<file path="src/rtl/alpha_perm_unit.sv">
// Row-rotating (alpha) permutation stage with a one-entry valid/ready output
// register, row-parity concurrent error detection and an output transfer counter.
module alpha_perm_unit #(
  parameter int unsigned BW       = 8,
  parameter int unsigned NR       = 4,
  parameter int unsigned NC       = 4,
  parameter int unsigned ROW_SKEW = 0
) (
  input  logic                    clk,
  input  logic                    rst,
  input  logic                    in_valid,
  output logic                    in_ready,
  input  logic [NR*NC*BW-1:0]     in_data,
  input  logic [NR-1:0]           in_par,
  input  logic                    in_dir,
  input  logic [$clog2(NC)-1:0]   in_shamt,
  output logic                    out_valid,
  input  logic                    out_ready,
  output logic [NR*NC*BW-1:0]     out_data,
  output logic [NR-1:0]           out_par,
  output logic                    ced_err,
  input  logic                    ced_clr,
  output logic [15:0]             xfer_cnt
);

  localparam int unsigned SW = $clog2(NC);
  localparam int unsigned RW = NC * BW;
  localparam int unsigned DW = NR * RW;

  // Column rotation of every row; dir=1 moves bytes toward higher columns.
  function automatic logic [DW-1:0] permute(input logic [DW-1:0] d,
                                            input logic          dir,
                                            input logic [SW-1:0] shamt);
    logic [SW-1:0] k;
    logic [SW-1:0] src;
    permute = '0;
    for (int unsigned r = 0; r < NR; r++) begin
      k = shamt + ((ROW_SKEW != 0) ? SW'(r) : SW'(0));
      for (int unsigned c = 0; c < NC; c++) begin
        src = dir ? (SW'(c) - k) : (SW'(c) + k);
        permute[(r*NC + c)*BW +: BW] = d[(r*NC + 32'(src))*BW +: BW];
      end
    end
  endfunction

  logic          in_xfer_c;
  logic          out_xfer_c;
  logic [DW-1:0] perm_c;
  logic [NR-1:0] row_par_c;
  logic          par_err_c;

  assign in_ready   = !out_valid || out_ready;
  assign in_xfer_c  = in_valid && in_ready;
  assign out_xfer_c = out_valid && out_ready;
  assign perm_c     = permute(in_data, in_dir, in_shamt);

  // Recompute row parity of the held state and compare with the carried parity.
  always_comb begin
    row_par_c = '0;
    for (int unsigned r = 0; r < NR; r++) begin
      row_par_c[r] = ^out_data[r*RW +: RW];
    end
    par_err_c = out_valid && (row_par_c != out_par);
  end

  always_ff @(posedge clk) begin
    if (rst) begin
      out_valid <= 1'b0;
      out_data  <= '0;
      out_par   <= '0;
    end else if (in_xfer_c) begin
      out_valid <= 1'b1;
      out_data  <= perm_c;
      out_par   <= in_par;
    end else if (out_xfer_c) begin
      out_valid <= 1'b0;
    end
  end

  // Sticky error flag; a fresh mismatch beats a simultaneous clear.
  always_ff @(posedge clk) begin
    if (rst) begin
      ced_err <= 1'b0;
    end else if (par_err_c) begin
      ced_err <= 1'b1;
    end else if (ced_clr) begin
      ced_err <= 1'b0;
    end
  end

  always_ff @(posedge clk) begin
    if (rst) begin
      xfer_cnt <= 16'd0;
    end else if (out_xfer_c) begin
      xfer_cnt <= xfer_cnt + 16'd1;
    end
  end

endmodule
</file>
<file path="config.mk">
export PLATFORM = sky130hd
export DESIGN_NAME = alpha_perm_unit
export DESIGN_NICKNAME = d
export VERILOG_FILES = /design/src/rtl/alpha_perm_unit.sv
export SDC_FILE = /design/constraint.sdc
export NUM_CORES = 1
export LEC_CHECK = 0
export BUFFER_PORTS_ARGS = -buffer_cell sky130_fd_sc_hd__buf_2
export CAP_MARGIN = 20
export CORE_MARGIN = 1.5
export CORE_UTILIZATION = 37
export CTS_BUF_LIST = sky130_fd_sc_hd__clkbuf_4 sky130_fd_sc_hd__clkbuf_8
export DETAILED_ROUTE_END_ITERATION = 12
export PLACE_DENSITY = 0.65
export SETUP_SLACK_MARGIN = 0.02
export SYNTH_ARGS = -nofsm -noshare
export SYNTH_HDL_FRONTEND = slang
export SYNTH_SLANG_ARGS = --single-unit
</file>
<file path="constraint.sdc">
create_clock -name clk -period 1.79 [get_ports clk]
set_input_delay 0.179 -clock clk [delete_from_list [all_inputs] [get_ports clk]]
set_output_delay 0.179 -clock clk [all_outputs]
set_load 0.01 [all_outputs]
</file>
==> metrics.yaml <==
status: "finished, violations left"
violations: "negative setup slack"
grt_pass1_vias: 8333
slew_headroom: 0.634
vias: 8796
stdcell_area_um2: 13000
via_per_inst: 5.28
post-route-min-period_ps: 2000
hold_class: "in2reg"
fmax_mhz: 500
worstPathMaxFanout: 2
grt_overflow_total: 0
drc_errors: 0
hold_viol_final: 0
fin_util: 0.498
clock_path_buffers: 2
power.switching_mw: 3.60
gp_congestion: 0.853
syn_area_um2: 9960
num_rows: 59
portBuffers: 290
htree_levels: 4
path_class: "reg2reg"
slew_violations: 0
cts_buffers: 17
grt_max_degree: 90
cp.required_ps: 2110
pwr-share-comb: 0.396
syn_to_final_growth_pct: 30.9
wire_per_inst_um: 17.8
seq_power_share: 0.363
wl_um: 29700
final_common_cell: "buf_2"
setup_viol: 1
final_cell_mix: "288 x buf_2, 272 x nand2_1, 122 x buf_4"
dpl.cell_count: 1624
start_kind: "register"
power.density_nw_per_um2: 799
layout_setup_ws_ps: -208
clkTransAtPathRegs_ps: 90
fin_cells: 1667
die_width_um: 167
drtIter0Drc: 518
clk_latency_ps: 440
drive_gt1_frac: 0.462
p_int_mw: 6.82
tns_ps: -208
dp_hpwl_um: 22400
placed_area_um2: 12500
drv_cap: 0
p_clk_frac: 0.240
antenna_left: 0
nets: 1457
grt_pass1_wl_um: 46100
min_period_over_period: 1.12
end_kind: "register"
finalPower_mw: 10.4
die_h_um: 167
core_area_um2: 26200
initial_core_util: 0.380
synth_seq_area_share: 0.301
clock-sinks: 150
synth_nets: 1080
rsz0062_at_grt: "yes"
drtPass1Iterations: 5
ys_ff_latch: 150
grt_usage: 0.211
leakage_nw: 5.67
die_area_um2: 27900
synth.yosys.warnings: 0
clock-skew-final_ps: 15.5
ios: 291
vdd_ir_drop_max_uv: 383
ys_types: 33
cts_tree: "built"
syn-mean-instance-area_um2: 10.6
max_slew.worst_pin.slew_ps: 549
swShare: 0.345
syn_inst: 939
antenna_found_initial: 3
crit_arrival_ps: 2320
cts_root_buf: "clkbuf_8"
==> sequential cells by signal, summed over array words and instances (netlist names) <==
signal and cells:
ced_err 1, out_data 128, out_par 4, out_valid 1, xfer_cnt 16
==> cells by family after synthesis <==
logic type | synth area share
muxes | 0.309
DFF | 0.301
and+or+nand+nor | 0.121
AOI/OAI and AO/OA | 0.0776
buffers and inverters | 0.0578
adders and majority gates | 0.00126
xor gates and xnor gates | 0.132
==> cells in the mapped netlist <==
| cell | count | share of area |
|---|---|---|
| nand2_1 | 273 | 0.10 |
| dfxtp_1 | 150 | 0.30 |
| a21oi_1 | 115 | 0.058 |
| xnor2_1 | 108 | 0.095 |
| mux4_2 | 76 | 0.17 |
| mux4_1 | 52 | 0.14 |
| clkbuf_1 | 27 | 0.010 |
| xor2_1 | 26 | 0.023 |
| a21oi_2 | 21 | 0.018 |
| nor2_1 | 16 | 0.0060 |
| buf_4 | 11 | 0.0083 |
| clkbuf_8 | 9 | 0.012 |
| buf_2 | 8 | 0.0040 |
| buf_6 | 7 | 0.0079 |
| buf_12 | 6 | 0.012 |
| nand3_1 | 6 | 0.0030 |
| xnor3_1 | 4 | 0.0090 |
| buf_1 | 3 | 0.0011 |
| nand4_1 | 3 | 0.0019 |
| and2_1 | 2 | 0.0013 |
| and3_1 | 2 | 0.0013 |
| inv_1 | 2 | 0.00075 |
| nand2b_1 | 2 | 0.0013 |
| and2b_1 | 1 | 0.00075 |
| and4_1 | 1 | 0.00088 |
| dlygate4sd3_1 | 1 | 0.0010 |
| ha_1 | 1 | 0.0013 |
| nor3b_1 | 1 | 0.00075 |
| o21ai_0 | 1 | 0.00050 |
| o41ai_1 | 1 | 0.00088 |
| or3_1 | 1 | 0.00063 |
| xnor2_4 | 1 | 0.0028 |
| xor2_4 | 1 | 0.0028 |
==> per-stage QoR <==
step | hold slack, ps | setup WS, ps
6_report | 47.3 | -208
5_1_grt | 45.3 | -339
2_1_floorplan | 307 | -73.5
3_3_place_gp | 429 | -257
4_1_cts | 8.20 | -237
3_5_place_dp | 436 | -317
==> power by group through the flow <==
stage / clock (mW) / combinational [mW] / sequential (mW)
global route: 2.71 / 4.45 / 3.82
detailed placement: 0 / 3.98 / 3.85
global placement: 0 / 3.95 / 3.84
floorplan: 0 / 2.46 / 3.98
finish: 2.50 / 4.13 / 3.79
CTS: 2.59 / 4.13 / 3.78
==> cell type report <==
cell class / count / area [um2]
fillers: 2441 / 13200
diodes: 3 / 7.51
flip-flops and latches: 150 / 3050
repair buffers: 430 / 2690
well taps: 335 / 419
multi-input cells: 715 / 6510
clock inverters: 14 / 118
clock buffers: 18 / 241
inverters: 2 / 7.51
==> worst paths after layout <==
| path | start | endpoint | slack (ps) | depth (start not counted) |
|---|---|---|---|---|
| hold reg to reg | out_data[52]$_SDFFE_PP0P_ | out_data[52]$_SDFFE_PP0P_ | 470 | 2 |
| hold / removal | out_ready | xfer_cnt[1]$_SDFFE_PP0P_ | 50 | 4 |
| setup / recovery | out_data[106]$_SDFFE_PP0P_ | ced_err$_SDFFE_PP0P_ | -210 | 8 |
| setup reg to reg | out_data[106]$_SDFFE_PP0P_ | ced_err$_SDFFE_PP0P_ | -210 | 8 |
==> timing repair <==
action / in CTS / in global routing
buffers inserted: 1 / 1
pin swaps: 9 / 1
hold buffers: 6 / 0
gates resized for setup: 10 / 9
hold endpoints to repair: 13 / 0
endpoints found under the setup margin: 2 / 6
==> critical path, stage by stage (launching register included) <==
cell     delay (ps)
dfxtp_2         340
xnor2_2         130
xnor2_1         190
xnor2_1         140
buf_4           150
xnor3_1         330
xnor2_2         180
o41ai_2         310
a21oi_1          90
==> metal layers <==
metal,up-vias,share of wire,global-route usage
li1,4138,-,-
met3,34,0.080,0.0442
met5,-,0,0
met1,4247,0.43,0.287
met2,377,0.48,0.340
met4,0,0.017,0.0609
Power figures use the tool's default switching activity.
